--- config.mk ---
export PLATFORM = sky130hd
export DESIGN_NAME = nested_loop_counter
export DESIGN_NICKNAME = d
export VERILOG_FILES = /design/src/rtl/nested_loop_cnt_pkg.sv /design/src/rtl/loop_cnt_level.sv /design/src/rtl/nested_loop_counter.sv
export SDC_FILE = /design/constraint.sdc
export NUM_CORES = 1
export LEC_CHECK = 0
export BUFFER_PORTS_ARGS = -buffer_cell sky130_fd_sc_hd__buf_2
export CAP_MARGIN = 15
export CORE_MARGIN = 3
export CORE_UTILIZATION = 35
export DETAILED_ROUTE_END_ITERATION = 12
export PLACE_DENSITY = 0.59
export SLEW_MARGIN = 20
export SYNTH_ARGS = -nofsm -noshare
export SYNTH_HDL_FRONTEND = slang
export SYNTH_HIERARCHICAL = 1
export SYNTH_SLANG_ARGS = --single-unit
export TNS_END_PERCENT = 5
--- constraint.sdc ---
create_clock -name clk -period 3.6 [get_ports clk]
set_input_delay 0.36 -clock clk [delete_from_list [all_inputs] [get_ports clk]]
set_output_delay 0.36 -clock clk [all_outputs]
set_load 0.02 [all_outputs]
--- src/rtl/nested_loop_cnt_pkg.sv ---
// Shared types and slicing helpers for the nested loop counter.
// Packing: level i of any packed per-level vector lives at [i*BW +: BW].
package nested_loop_cnt_pkg;

  typedef enum logic [1:0] {
    S_IDLE = 2'd0,
    S_RUN  = 2'd1,
    S_DONE = 2'd2
  } state_t;

  localparam int DEF_BW         = 8;
  localparam int DEF_NUM_LEVELS = 3;

  function automatic int lvl_lsb(input int level, input int bw);
    return level * bw;
  endfunction

endpackage

--- src/rtl/loop_cnt_level.sv ---
// One level of the nested counter: count register, latched bound/base, carry and wrap flag.
// Latency: count and wrap update one cycle after the controls; carry_out is combinational.
module loop_cnt_level
  import nested_loop_cnt_pkg::*;
#(
  parameter int BW = DEF_BW
) (
  input  logic          clk,
  input  logic          rst,
  input  logic          load,
  input  logic          zero,
  input  logic          adv,
  input  logic          wrap_all,
  input  logic          carry_in,
  input  logic [BW-1:0] bound,
  input  logic [BW-1:0] base,
  output logic [BW-1:0] count,
  output logic          carry_out,
  output logic          wrap
);

  logic [BW-1:0] bound_q;
  logic [BW-1:0] base_q;
  logic          at_bound;

`ifdef NESTED_LOOP_CNT_PRELOAD_EN
  // A base above the bound makes the level single-valued at base, so treat it as always at bound.
  assign at_bound = (count == bound_q) || (base_q > bound_q);
`else
  assign at_bound = (count == bound_q);
`endif

  assign carry_out = carry_in & at_bound;

  always_ff @(posedge clk) begin
    if (rst) begin
      count   <= '0;
      bound_q <= '0;
      base_q  <= '0;
      wrap    <= 1'b0;
    end else begin
      wrap <= 1'b0;
      if (zero) begin
        count <= '0;
      end else if (load) begin
        bound_q <= bound;
        base_q  <= base;
        count   <= base;
      end else if (adv && carry_in) begin
        // Wrap by compare only: bound may be all-ones, natural overflow is never relied on.
        if (at_bound) begin
          count <= base_q;
          wrap  <= 1'b1;
        end else begin
          count <= count + BW'(1);
        end
      end else if (wrap_all) begin
        wrap <= 1'b1;
      end
    end
  end

endmodule

--- src/rtl/nested_loop_counter.sv ---
// NUM_LEVELS nested loop counters (level 0 innermost) with start/done handshake and wrap flags.
// Latency: start -> RUN with count at start value next cycle; last advance -> one DONE cycle -> IDLE.
// Optional NESTED_LOOP_CNT_PRELOAD_EN adds a base input so levels start/wrap to base instead of 0.
module nested_loop_counter
  import nested_loop_cnt_pkg::*;
#(
  parameter int BW         = DEF_BW,
  parameter int NUM_LEVELS = DEF_NUM_LEVELS
) (
  input  logic                     clk,
  input  logic                     rst,
  input  logic                     start,
  input  logic                     clear,
  input  logic                     en,
  input  logic [NUM_LEVELS*BW-1:0] bound,
`ifdef NESTED_LOOP_CNT_PRELOAD_EN
  input  logic [NUM_LEVELS*BW-1:0] base,
`endif
  output logic [NUM_LEVELS*BW-1:0] count,
  output logic [NUM_LEVELS-1:0]    wrap,
  output logic                     last,
  output logic                     busy,
  output logic                     done
);

  state_t                  state, state_nxt;
  logic                    load, zero, adv, wrap_all;
  logic [NUM_LEVELS:0]     carry;
  logic [NUM_LEVELS*BW-1:0] base_vec;

`ifdef NESTED_LOOP_CNT_PRELOAD_EN
  assign base_vec = base;
`else
  assign base_vec = '0;
`endif

  always_ff @(posedge clk) begin
    if (rst) begin
      state <= S_IDLE;
    end else begin
      state <= state_nxt;
    end
  end

  always_comb begin
    state_nxt = state;
    load      = 1'b0;
    zero      = 1'b0;
    adv       = 1'b0;
    wrap_all  = 1'b0;
    case (state)
      S_IDLE: begin
        if (start) begin
          state_nxt = S_RUN;
          load      = 1'b1;
        end else begin
          zero = 1'b1;
        end
      end
      S_RUN: begin
        if (en) begin
          if (carry[NUM_LEVELS]) begin
            state_nxt = S_DONE;
            wrap_all  = 1'b1;
          end else begin
            adv = 1'b1;
          end
        end
      end
      S_DONE: begin
        state_nxt = S_IDLE;
        zero      = 1'b1;
      end
      default: begin
        state_nxt = S_IDLE;
        zero      = 1'b1;
      end
    endcase
    // Abort wins over everything that would otherwise happen this cycle.
    if (clear) begin
      state_nxt = S_IDLE;
      load      = 1'b0;
      adv       = 1'b0;
      wrap_all  = 1'b0;
      zero      = 1'b1;
    end
  end

  // carry[NUM_LEVELS] is high exactly when every level sits at its latched bound.
  assign carry[0] = 1'b1;
  assign last     = (state == S_RUN) && carry[NUM_LEVELS];
  assign busy     = (state != S_IDLE);
  assign done     = (state == S_DONE);

  for (genvar i = 0; i < NUM_LEVELS; i++) begin : g_lvl
    loop_cnt_level #(
      .BW(BW)
    ) u_level (
      .clk       (clk),
      .rst       (rst),
      .load      (load),
      .zero      (zero),
      .adv       (adv),
      .wrap_all  (wrap_all),
      .carry_in  (carry[i]),
      .bound     (bound[lvl_lsb(i, BW) +: BW]),
      .base      (base_vec[lvl_lsb(i, BW) +: BW]),
      .count     (count[lvl_lsb(i, BW) +: BW]),
      .carry_out (carry[i+1]),
      .wrap      (wrap[i])
    );
  end

endmodule

== Yosys cells after proc, flatten, opt, wreduce, memory -nomap -nowiden ==
Index checks and enable logic that the tools add are counted.
Operators by class
  add/subtract/negate cells: 3
  equal/unequal tests: 8
  mux-type cells: 28
  bitwise operators: 3
  reductions and logical operators: 9
Operator list (number)
  adder 8 x 1 -> 8 bit (second input constant): 3
  == test 8 bit: 3
  2-to-1 mux 8 bit: 3
  2-to-1 mux 1 bit: 20
  2-to-1 mux 2 bit: 3
  != test 2 bit (second input constant): 2
  one-hot mux 2 bit (2 select lines): 1
  logical AND 1 bit: 3
  AND reduction 3 bit: 1
  OR reduction 3 bit: 1
  AND 1 bit: 2
  == test 2 x 1 -> 1 bit (second input constant): 1
  == test 2 bit (second input constant): 1
  zero test 2 bit: 1
  != test 2 x 1 -> 1 bit (second input constant): 1
  one-hot mux 1 bit (2 select lines): 1
  AND reduction 2 bit: 1
  nonzero test 2 bit: 1
  OR reduction 2 bit: 1
  NOT 1 bit: 1
Word-level totals
  register bits: 53
  bits of input ports: 29
  output and inout bits: 30
  word-level logic and storage cells: 61

== Logic depth before layout (Yosys ltp) ==
Gate-level depths: netlist of run 1.
  word-level depth: 9
  gate-level depth with buffers: 13
  depth with buffers taken out: 11

== Hierarchy ==
The synthesis of run 1 kept the hierarchy.
Modules (own cells, without submodules)
  loop_cnt_level: instances 3, cells each 161, area each 1263.7 um2, sequential area each 500.5 um2
  nested_loop_counter: instances 1, cells each 19, area each 155.1 um2, sequential area each 40.0 um2

== Worst setup path before layout of run 1 ==
No wires, ideal clock.
  path kind: flip-flop to flip-flop
  start point: register g_lvl[0].u_level.count[3]
  end point: register g_lvl[1].u_level.count[4]
  setup time: 75 ps
  arrival: 2585 ps
  data required time: 3525 ps
  slack: 940 ps
  cell stages (with the launch flop): 13
  buffers on the path: 1
  clock period less this slack: 2660 ps
  path through: dfxtp_1 > xor2_1 > nor4_2 > and3_2 > and3_2 > and3_2 > and4b_1 > nand2_1 > clkbuf_1 > nand2_1 > nor2_1 > a21oi_1 > o22ai_1
On the way
  cells in the longest elaborated chain, start to end: 8
Ends and longest elaborated chain
  start: declaration: line loop_cnt_level.sv:17  | output logic [BW-1:0] count,
  start signal: assignment: line loop_cnt_level.sv:48  | count <= base;
  start signal: assignment: line loop_cnt_level.sv:52  | count <= base_q;
  start signal: assignment: line loop_cnt_level.sv:55  | count <= count + BW'(1);
  == test 8 bit: line loop_cnt_level.sv:30  | assign at_bound = (count == bound_q);
  named net carry[1]: line nested_loop_counter.sv:28  | logic [NUM_LEVELS:0] carry;
  AND 1 bit: line loop_cnt_level.sv:33  | assign carry_out = carry_in & at_bound;
  named net carry[2]: line nested_loop_counter.sv:28
  AND 1 bit: line loop_cnt_level.sv:33
  named net carry[3]: line nested_loop_counter.sv:28
  2-to-1 mux 1 bit: line nested_loop_counter.sv:62  | if (carry[NUM_LEVELS]) begin
  2-to-1 mux 1 bit: line nested_loop_counter.sv:61  | if (en) begin
  2-to-1 mux 1 bit: line nested_loop_counter.sv:51  | case (state)
  2-to-1 mux 1 bit: line nested_loop_counter.sv:80  | if (clear) begin
  named net adv: line nested_loop_counter.sv:27  | logic load, zero, adv, wrap_all;
  logical AND 1 bit: line loop_cnt_level.sv:49  | end else if (adv && carry_in) begin
  end signal: assignment: line loop_cnt_level.sv:48
  end signal: assignment: line loop_cnt_level.sv:52
  end signal: assignment: line loop_cnt_level.sv:55
  end: declaration: line loop_cnt_level.sv:17
The timed path passes the listed nets, and every way through them passes these cells.
A chain may end at the register's enable or synchronous reset.

== Worst setup path after layout of run 1 ==
  start point: register g_lvl[0].u_level.count[3]
  end point: register g_lvl[0].u_level.count[2]
On the way
  cells in the longest elaborated chain, start to end: 7
  elaborated cells on any way between the ends: 8
  classes of those cells: eq/ne (1); mux (5); bitwise (2)
Ends and longest elaborated chain (line)
  == test 8 bit: loop_cnt_level.sv:30
  named net carry[1]: nested_loop_counter.sv:28
  AND 1 bit: loop_cnt_level.sv:33
  named net carry[2]: nested_loop_counter.sv:28
  AND 1 bit: loop_cnt_level.sv:33
  named net carry[3]: nested_loop_counter.sv:28
  2-to-1 mux 1 bit: nested_loop_counter.sv:62
  2-to-1 mux 1 bit: nested_loop_counter.sv:61
  2-to-1 mux 1 bit: nested_loop_counter.sv:51
  2-to-1 mux 1 bit: nested_loop_counter.sv:80
  named net adv: nested_loop_counter.sv:27
The timed path passes the listed nets, and every way through them passes these cells.

==> metrics.txt, run 1 <==
Setup violations, final=0; mux cell area share after synthesis=5.33%; Area growth syn-to-layout=20.7%; maximum vdd ir drop=roughly 0.22 mV; unrepaired setup endpoints after global routing=no; first-pass GRT wire length=approximately 16000 µm; f_max=~340 MHz; clk_lat worst skew=~0.33 ns; routability congestion estimate=0.863; largest net degree at the start of global routing=just over 60; Post-CTS Setup Repair Bufs=0; All-Layer GR Usage=between 10% and 20%; largest family of logic cells by synthesized area=simple AND/OR/NAND/NOR gates; largest area contributor in the netlist=dfxtp_1; grt total ovfl=0; WS Path Type=flop to flop; fraction of layout cells with a size suffix above 1=between 10% and 20%; Setup crit start=g_lvl[0].u_level/count[3]; Pins Over Slew Limit=0; Root Buffer=clkbuf_16; HP Class=primary input to flop; Die ar.=around 0.013 mm²; Routed WL=approximately 9500 µm; Netlist Area Pre-Place=0.00395 mm²; pre-CTS WS=roughly 0.7 ns; post-DR wirelength/cell=between 10 and 15 µm; FP Rows=38; post-synthesis sequential area ratio=about two fifths; Diodes inserted=0; Synth Register Bits=77; main flop type after synthesis=dfxtp_1; CP Max Fanout=11; IO buf count=58; final critical-path share of the clock period=around 81%; initial drt markers=about 160; Compound-Gate Fraction of Synth Area=14.7%; DR vias/cell=4.65; Final Critical Period=approximately 2.9 ns; Critical Path AT=just over 3 ns; largest cells by area after synthesis=dfxtp_1 39%, nand2_1 13%, a21oi_1 9.5%, xor2_1 6.7%, mux2i_1 5.3%; post-synthesis simple-gate area fraction=between 20% and 30%; Least-Margin Pin Slew=just over 0.9 ns; clock tree sinks=77; CP Capture Type=flop; Die W=around 110 µm; setup TNS=0 ns; final worst slack=approximately 0.70 ns; status=complete, no violations; worst r2r src=g_lvl[0].u_level/count[3]; number of enable flip-flop cells after synthesis=0; CTS tree=built; synth warn=6; Async SR Flop Fraction=0%; synth cell count leaders=133 x nand2_1, 77 x dfxtp_1, 75 x a21oi_1; hold_sp=bound[12]; startpoint types=flop; Post-DRT Antenna Nets=0; Worst R2R Setup Slack=0.70 ns; Rel. slew slack=about two fifths; proportion of netlist area held by the largest area contributor=39.1%; num ports=between 50 and 60; CTS Hold Bufs=0; top-count cell post-synth=nand2_1; Syn Area/Cell=roughly 7.9 µm²; htree depth=3; maximum capacitance violations=0; total core area=0.0109 mm²; DRC=0; initial antenna violation count=0; deepest clock path buffer count=2; clock buffer count from CTS=9; Netlist cell types=32; Leak=2.06 nW; Syn Inst Count=approximately 500; Cell Pwr Density=419 mW/mm²; via count of the first global-routing pass=3199; skew final=approximately 0.0064 ns; NumNets Final=around 620; Synth Area in XOR/XNOR=under 10%; vias after detailed routing=3408; first drt pass iteration count=6; post-synthesis adder-cell area fraction=less than 1%; die height=around 110 µm; final hold vios=0; Clk pin slew, worst setup/hold paths=~0.060 ns; WP data required=between 3 and 4 ns; Starting Density=between 30% and 40%; post_cts resized=0; final HPWL from detailed placement=approximately 6900 µm
metrics by stage:
step	cells	cell area (µm²)	hold WS, ns	util [%]	power (mW)
2_1_floorplan	550	4130	0.429	-	1.06
3_3_place_gp	718	4470	0.444	40.9	1.11
3_5_place_dp	718	4470	0.449	40.9	1.12
4_1_cts	733	4760	0.251	43.6	2.02
5_1_grt	733	4760	0.256	43.6	2.07
6_report	733	4760	0.262	43.6	1.99
logic make-up (layout without fill, tap and decap cells):
logic type	Yosys count	in the layout
fa+ha+maj	3	3
buf+inv	37	80
compound gates	107	107
other cells	2	50
simple gates	213	213
xor+xnor	42	42
mux	21	21
flops	77	77
path summary, 6_finish.rpt:
| kind | depth (start not counted) | end |
|---|---|---|
| worst max-delay path | 9 | g_lvl[0].u_level/count[2] |
| worst min-delay path | 3 | g_lvl[1].u_level/bound_q[4] |
| worst min register to register | 2 | g_lvl[1].u_level/base_q[1] |
| worst max register to register | 9 | g_lvl[0].u_level/count[2] |
layout by cell type, fill, tap and decap left out, types with 4 or more instances in the layout:
| cell | count |
|---|---|
| a21oi_1 | 75 |
| buf_2 | 58 |
| buf_4 | 7 |
| clkbuf_16 | 9 |
| conb_1 | 50 |
| dfxtp_1 | 77 |
| mux2i_1 | 21 |
| nand2_1 | 133 |
| nand3_1 | 10 |
| nor2_1 | 30 |
| nor2b_1 | 4 |
| nor3_1 | 4 |
| nor3_2 | 4 |
| nor4_2 | 6 |
| o22ai_1 | 24 |
| or2_1 | 4 |
| xnor2_1 | 9 |
| xor2_1 | 30 |
final cells by class:
type	instances	area, µm²
fill	1133	6170
multi-input combinational	436	2410
timing repair buffer	65	343
clock buffer	14	264
sequential	77	1540
clock inverter	1	30.0
tap	140	175
worst max-delay path, stage by stage (launching register included):
cell and delay [ns]:
dfxtp_1 0.44, xor2_1 0.12, nor4_2 0.53, and3_2 0.28, and3_2 0.18, and3_2 0.21, and4b_1 0.23, nand2_1 0.29
or3_1 0.34, o22ai_1 0.15
state kept, by name, indices dropped and copies added (netlist names):
signal,count
g_lvl.u_level/count,24
g_lvl.u_level/base_q,24
state,2
g_lvl.u_level/wrap,3
g_lvl.u_level/bound_q,24
power by group:
part           switching [mW]  total [mW]  internal [mW]
combinational           0.127       0.211         0.0836
clock                   0.327       0.898          0.571
sequential             0.0164       0.885          0.869
routing by layer:
metal,wire length (µm),GRT usage [%],vias to the layer above
met2,4430,24.2,65
met1,4550,20.1,1521
met4,155,5.61,0
li1,-,-,1812
met3,408,3.56,10
met5,0,0,-
Power figures use the tool's default switching activity.
==> run 2, diff against run 1 <==
- ABC_AREA: not set -> 1
- PLACE_DENSITY: 0.59 -> 0.61
- clock period: 3.6 -> 2.3 ns (I/O delays scaled with it)
==> run 2 against run 1 <==
Compared with the run above:
- combinational power increased to 2.7 times the previous value
- design area rose by 13%
- power up 69%
- register-to-register slack got worse by 0.56 ns
- critical endpoint is now last
- wire length grew 14%
- clock power up 56%
- highest routed layer unchanged
- critical path type is now flop to output pin
- worst setup slack got worse by 0.58 ns
==> metrics.txt, run 2 <==
commonest cells after routing, fill and taps aside=119 x nand2_1, 96 x inv_1, 69 x dfxtp_1 (was 133 x nand2_1, 77 x dfxtp_1, 75 x a21oi_1); Setup violations, final=0 (unchanged); number of enable flip-flop cells after synthesis=0 (unchanged); IO buf count=58 (unchanged); startpoint types=flop (unchanged); total core area=0.0116 mm² (was 0.0109 mm²); initial antenna violation count=0 (unchanged); fraction of layout cells with a size suffix above 1=21.3% (was 16.4%); largest cells by area after synthesis=dfxtp_1 36%, nand2_1 11%, inv_1 8.6%, o21ai_0 7.4%, nand3_1 7.3% (was dfxtp_1 39%, nand2_1 13%, a21oi_1 9.5%, xor2_1 6.7%, mux2i_1 5.3%); Crit path largest cell delay=0.39 ns (was 0.53 ns); post-layout util=46.4% (was 43.6%); num ports=59 (unchanged); htree depth=3 (unchanged); cell family with the largest share of critical-path delay=simple AND/OR/NAND/NOR gates (unchanged); clock tree sinks=77 (unchanged); DRC=0 (unchanged); Netlist Area Pre-Place=0.00424 mm² (was 0.00395 mm²); via count of the first global-routing pass=3958 (was 3199); synth cell count leaders=124 x nand2_1, 97 x inv_1, 77 x dfxtp_1 (was 133 x nand2_1, 77 x dfxtp_1, 75 x a21oi_1); main flop type after synthesis=dfxtp_1 (unchanged); CP Max Fanout=2 (was 11); largest registers=g_lvl.u_level/base_q: 24 flops, g_lvl.u_level/bound_q: 24 flops, g_lvl.u_level/count: 24 flops (unchanged); Worst Hold Slack=0.116 ns (was 0.262 ns); Placed Instance Area=0.00502 mm² (was 0.00447 mm²); most common cell after layout, fill and taps aside=nand2_1 (unchanged); Seq pwr share=41.4% (was 44.4%); Die W=116 µm (was 112 µm); final HPWL from detailed placement=8440 µm (was 6900 µm); CTS Hold Bufs=0 (unchanged); HP Class=primary input to flop (unchanged); Netlist cell types=23 (was 32); sw frac=27.7% (was 23.6%); Async SR Flop Fraction=0% (unchanged); Area growth syn-to-layout=27.2% (was 20.7%); Layout Cells excl Fill=908 (was 733); Pins Over Slew Limit=0 (unchanged); Cell Pwr Density=626 mW/mm² (was 419 mW/mm²); crit-path cells=xnor2_1, nand2_2, nor2_4, nand2_4, nor2_2, inv_1, nor2_2, inv_1, nor2_2, inv_2, nor2_2, buf_6 (was xor2_1, nor4_2, and3_2, and3_2, and3_2, and4b_1, nand2_1, or3_1, o22ai_1); Rel. slew slack=61.1% (was 38.9%); deepest clock path buffer count=2 (unchanged); Least-Margin Pin Slew=0.580 ns (was 0.907 ns); initial drt markers=249 (was 159); first-pass GRT wire length=18400 µm (was 15600 µm); die height=116 µm (was 112 µm); Synth Register Bits=77 (unchanged); Critical Path AT=1.95 ns (was 3.10 ns); Crit-path slowest cell=dfxtp_1 (was nor4_2); WP data required=2.07 ns (was 3.80 ns); first drt pass iteration count=4 (was 6); cell count after placement=891 (was 718); pre-CTS WS=-0.0643 ns (was 0.699 ns); CTS tree=built (unchanged); final critical-path share of the clock period=a little over nine tenths; maximum vdd ir drop=0.349 mV (was 0.218 mV); Root Buffer=clkbuf_16 (unchanged); Leak=2.52 nW (was 2.06 nW); status=complete, no violations (unchanged); Worst path most repeated cell=nor2_2 (was and3_2); grt total ovfl=0 (unchanged); unrepaired setup endpoints after global routing=yes (was no); Syn Inst Count=631 (was 502); synth warn=6 (unchanged); Syn Area/Cell=6.72 µm² (was 7.86 µm²); largest area contributor in the netlist=dfxtp_1 (unchanged); NumNets Final=793 (was 621); vias after detailed routing=4158 (was 3408); DR vias/cell=4.58 (was 4.65); final hold vios=0 (unchanged); Clk pin slew, worst setup/hold paths=0.06 ns (about the same); Die ar.=0.0135 mm² (was 0.0126 mm²); fin area=0.00539 mm² (was 0.00476 mm²); final worst slack=0.121 ns (was 0.698 ns); maximum capacitance violations=0 (unchanged); f_max=459 MHz; CP Capture Type=output pin (was flop); FP Rows=39 (was 38); top-count cell post-synth=nand2_1 (unchanged); Diodes inserted=0 (unchanged); Starting Density=36.5% (was 36.1%); Post-DRT Antenna Nets=0 (unchanged); post-synthesis sequential area ratio=36.4% (was 39.1%); Net Switching=0.935 mW (was 0.470 mW); Routed WL=10900 µm (was 9550 µm); combinational share of power=17.0% (was 10.6%); clock buffer count from CTS=9 (unchanged); routability congestion estimate=0.863 (about the same); skew final=0.00413 ns (was 0.00644 ns); largest net degree at the start of global routing=28 (was 61); CP Buf/Inv Count=4 (was 0); Final Critical Period=about 2.2 ns; proportion of netlist area held by the largest area contributor=36.4% (was 39.1%); post-DR wirelength/cell=12.0 µm (was 13.0 µm); Clk pwr share=41.5% (was 45.0%); clk_lat worst skew=0.34 ns (was 0.33 ns); Pint=2.44 mW (was 1.52 mW); WS Path Type=flop to output pin (was flop to flop); All-Layer GR Usage=17.3% (was 15.2%)
[run 2: timing repair]
action                     in CTS  in global routing
pin swaps                       0                  6
buffers inserted                0                  2
setup endpoints to repair       7                 29
resized for setup               6                 29
[run 2: layout make-up]
cell class	instances	area [µm²]
clock buffers	11	243
flip-flops and latches	77	1550
fillers	1203	6220
clock inverters	4	48.8
multi-input cells	483	2470
inverters	104	390
repair buffers	86	507
well taps	143	179
[run 2: cell families (layout without fill, tap and decap cells)]
kind of cell | Yosys count | after routing | synth area share (%)
simple gates | 273 | 273 | 30.6
buf+inv | 119 | 205 | 10.7
xor+xnor | 30 | 30 | 6.20
flops | 77 | 77 | 36.4
compound gates | 127 | 127 | 15.1
fa+ha+maj | 3 | 3 | 0.886
other cells | 2 | 50 | 0.177
[run 2: final timing paths]
check	slack (ns)	from	end	cells past startpoint
setup / recovery	0.12	g_lvl[0].u_level/count[3]	last	12
hold / removal	0.12	bound[23]	g_lvl[2].u_level/bound_q[7]	3
setup reg to reg	0.14	g_lvl[0].u_level/count[3]	g_lvl[2].u_level/count[6]	18
hold reg to reg	0.46	g_lvl[2].u_level/base_q[3]	g_lvl[2].u_level/base_q[3]	2
[run 2: power groups by stage]
stage / clock network [mW] / registers (mW) / logic (mW)
after floorplan: 0 / 1.43 / 0.383
after global placement: 0 / 1.43 / 0.553
after detailed placement: 0 / 1.43 / 0.558
after CTS: 1.45 / 1.40 / 0.562
after global routing: 1.51 / 1.40 / 0.656
final: 1.40 / 1.40 / 0.575
[run 2: tightest hold or removal path: stages]
cell,delay [ns]
buf_2,0.08
nor2_1,0.03
nor2_1,0.08
[run 2: metrics by stage]
stage	TNS, ns	total power [mW]
global placement	0	1.98
CTS	-0.00770	3.41
global route	-0.0362	3.56
detailed placement	-0.124	1.98
finish	0	3.37
floorplan	0	1.81
[run 2: metal layers]
layer	up-vias	GRT usage [%]	wire (µm)
li1	2198	-	-
met5	-	0	0
met1	1873	22.7	5150
met4	0	5.03	123
met3	11	4.60	544
met2	76	27.8	5100
==> run 3, diff against run 2 <==
- ABC_AREA: 1 -> not set
- CTS_BUF_LIST: not set -> sky130_fd_sc_hd__clkbuf_8 sky130_fd_sc_hd__clkbuf_16
==> run 3 against run 2 <==
Compared with the run above:
- the flow now finishes with violations (negative setup slack)
- critical path depth is the same
- power decreased by 6.2%
- final cell count decreased by 14%
- design area is 1.8% lower
- count of clock-buffer cells in the layout decreased by 2
- non-clock buffer count is 28 higher
- sequential share of layout area rose by 0.78 points
- sequential cell count unchanged
- clock power is 3% lower
- clock skew grew 0.0041 ns
==> metrics.txt, run 3 (same netlist as run 1, synthesis figures left out) <==
status=complete, but fails checks (was complete, no violations); skew final=0.00825 ns (was 0.00413 ns); combinational share of power=13.5% (was 17.0%); final hold vios=0 (unchanged); first-pass GRT wire length=17500 µm (was 18400 µm); clock buffer count from CTS=9 (unchanged); Pint=2.38 mW (was 2.44 mW); Layout Cells excl Fill=783 (was 908); Worst Hold Slack=0.126 ns (was 0.116 ns); clock tree sinks=77 (unchanged); Die W=112 µm (was 116 µm); largest registers=g_lvl.u_level/base_q: 24 flops, g_lvl.u_level/bound_q: 24 flops, g_lvl.u_level/count: 24 flops (unchanged); WS Path Type=flop to flop (was flop to output pin); Starting Density=36.1% (was 36.5%); deepest clock path buffer count=2 (unchanged); cell family with the largest share of critical-path delay=simple AND/OR/NAND/NOR gates (unchanged); num ports=59 (unchanged); DRC=0 (unchanged); initial drt markers=187 (was 249); r2r endpoint=g_lvl[2].u_level/count[1] (was g_lvl[2].u_level/count[6]); Final Power=3.16 mW (was 3.37 mW); die height=112 µm (was 116 µm); Least-Margin Pin Slew=0.635 ns (was 0.580 ns); fraction of layout cells with a size suffix above 1=27.1% (was 21.3%); WP data required=2.54 ns (was 2.07 ns); CP Capture Type=flop (was output pin); final HPWL from detailed placement=7710 µm (was 8440 µm); vias after detailed routing=3708 (was 4158); Net Switching=0.787 mW (was 0.935 mW); Cell Pwr Density=598 mW/mm² (was 626 mW/mm²); post-layout util=48.4% (was 46.4%); sw frac=24.9% (was 27.7%); Clk pin slew, worst setup/hold paths=0.06 ns (about the same); grt total ovfl=0 (unchanged); met3 Resource Use GR=3.13% (was 4.60%); post-DR wirelength/cell=13.4 µm (was 12.0 µm); largest net degree at the start of global routing=24 (was 28); Critical Path End=g_lvl[2].u_level/count[1] (was last); Die ar.=0.0126 mm² (was 0.0135 mm²); Diodes inserted=0 (unchanged); NumNets Final=670 (was 793); failing checks=negative setup slack; maximum vdd ir drop=0.347 mV (was 0.349 mV); maximum capacitance violations=0 (unchanged); f_max=421 MHz (was 459 MHz); setup TNS=-0.353 ns (was 0 ns); All-Layer GR Usage=17.2% (was 17.3%); GR Util met2=28.7% (was 27.8%); routability congestion estimate=0.811 (was 0.863); most common cell after layout, fill and taps aside=nand2_1 (unchanged); final critical-path share of the clock period=103% (was 94.7%); Crit-path slowest cell=dfxtp_4 (was dfxtp_1); Pins Over Slew Limit=0 (unchanged); Worst path most repeated cell=and3_4 (was nor2_2); Setup crit start=g_lvl[0].u_level/count[3] (unchanged); via count of the first global-routing pass=3566 (was 3958); Area growth syn-to-layout=34.1% (was 27.2%); CP Buf/Inv Count=1 (was 4); final worst slack=-0.0756 ns (was 0.121 ns); met1 Use GR=22.1% (was 22.7%); HP Class=primary input to flop (unchanged); Critical Path AT=2.62 ns (was 1.95 ns); clk_lat worst skew=0.34 ns (about the same); DR vias/cell=4.74 (was 4.58); initial antenna violation count=0 (unchanged); Clk pwr share=42.9% (was 41.5%); worst r2r src=g_lvl[0].u_level/count[3] (unchanged); Worst R2R Setup Slack=-0.08 ns (was 0.14 ns); Post-DRT Antenna Nets=0 (unchanged); total core area=0.0109 mm² (was 0.0116 mm²); first drt pass iteration count=4 (unchanged); CTS tree=built (unchanged); commonest cells after routing, fill and taps aside=129 x nand2_1, 75 x a21oi_1, 63 x dfxtp_1 (was 119 x nand2_1, 96 x inv_1, 69 x dfxtp_1); Crit path largest cell delay=0.34 ns (was 0.39 ns); htree depth=3 (unchanged); fillers=1062 (was 1203); unrepaired setup endpoints after global routing=yes (unchanged); Root Buffer=clkbuf_16 (unchanged); cell count along the critical path=12 (unchanged); CTS Hold Bufs=0 (unchanged); Leak=2.38 nW (was 2.52 nW); crit-path cells=xor2_1, nor4_4, and3_4, and3_4, and3_4, and4b_2, nand2_4, buf_12, nand2_1, nor2_1, a21oi_1, o22ai_1 (was xnor2_1, nand2_2, nor2_4, nand2_4, nor2_2, inv_1, nor2_2, inv_1, nor2_2, inv_2, nor2_2, buf_6); startpoint types=flop (unchanged); cell count after placement=763 (was 891); Seq pwr share=43.6% (was 41.4%); Final Critical Period=2.38 ns (was 2.18 ns); busiest grt layer=met2 (unchanged); worst reg2reg path depth=12 (was 18); IO buf count=58 (unchanged); Setup violations, final=14 (was 0); CP Max Fanout=8 (was 2); Routed WL=10500 µm (was 10900 µm); FP Rows=38 (was 39); Rel. slew slack=57.5% (was 61.1%)
==> run 3: changes by cell type in the layout (fill, tap and decap cells not counted), sizes merged, moves of 24 or more <==
| cell | change |
|---|---|
| buf | +28 |
| nor2 | -41 |
| nand3 | -55 |
| o21ai | -65 |
| o22ai | +24 |
| inv | -102 |
==> run 3: tightest hold or removal path, delay by kind of cell <==
kind / cells / cell delay, ns
buffers and inverters: 1 / 0.09
and+or+nand+nor: 1 / 0.05
AOI/OAI and AO/OA: 1 / 0.05
==> run 3: cell type report <==
cell class | count | area [µm²] | share of cell area (%)
well taps | 140 | 175 | 3.31
flip-flops and latches | 77 | 1570 | 29.6
clock buffers | 9 | 225 | 4.26
multi-input cells | 436 | 2520 | 47.7
repair buffers | 114 | 741 | 14.0
clock inverters | 7 | 58.8 | 1.11
==> run 3: stage by stage <==
step	area, µm²	setup WS [ns]
after global routing	5290	-0.197
after detailed placement	4880	-0.0795
after floorplan	4220	0.000285
after global placement	4880	-0.0200
final	5290	-0.0756
after CTS	5200	-0.137
==> run 3: power groups by stage <==
stage                     logic (mW)  clock network, mW  registers, mW
after floorplan                0.258                  0           1.41
after global placement         0.389                  0           1.41
after detailed placement       0.397                  0           1.41
after CTS                      0.411               1.40           1.38
after global routing           0.469               1.44           1.38
final                          0.428               1.36           1.38
==> run 3: repair_timing <==
action | 4_1_cts | 5_1_grt
resized for setup | 9 | 17
setup endpoints to repair | 23 | 28
gates cloned | 0 | 0
pin swaps | 4 | 10
buffers inserted | 1 | 3
==> run 3: how the worst min path moves through the flow <==
stage	cells after the start	from	endpoint	slack (ns)
floorplan	1	clear	state[1]	0.30
finish	3	bound[3]	g_lvl[0].u_level/bound_q[3]	0.13
CTS	3	bound[13]	g_lvl[1].u_level/bound_q[5]	0.11
detailed placement	2	g_lvl[0].u_level/base_q[6]	g_lvl[0].u_level/base_q[6]	0.45
global placement	2	g_lvl[1].u_level/base_q[1]	g_lvl[1].u_level/base_q[1]	0.44
global route	3	bound[3]	g_lvl[0].u_level/bound_q[3]	0.12
==> run 3: layer usage <==
| metal | vias up | share of wire, % |
|---|---|---|
| met5 | - | 0 |
| met4 | 0 | 1.7 |
| met3 | 13 | 3.1 |
| met2 | 57 | 50 |
| met1 | 1723 | 45 |
| li1 | 1915 | - |
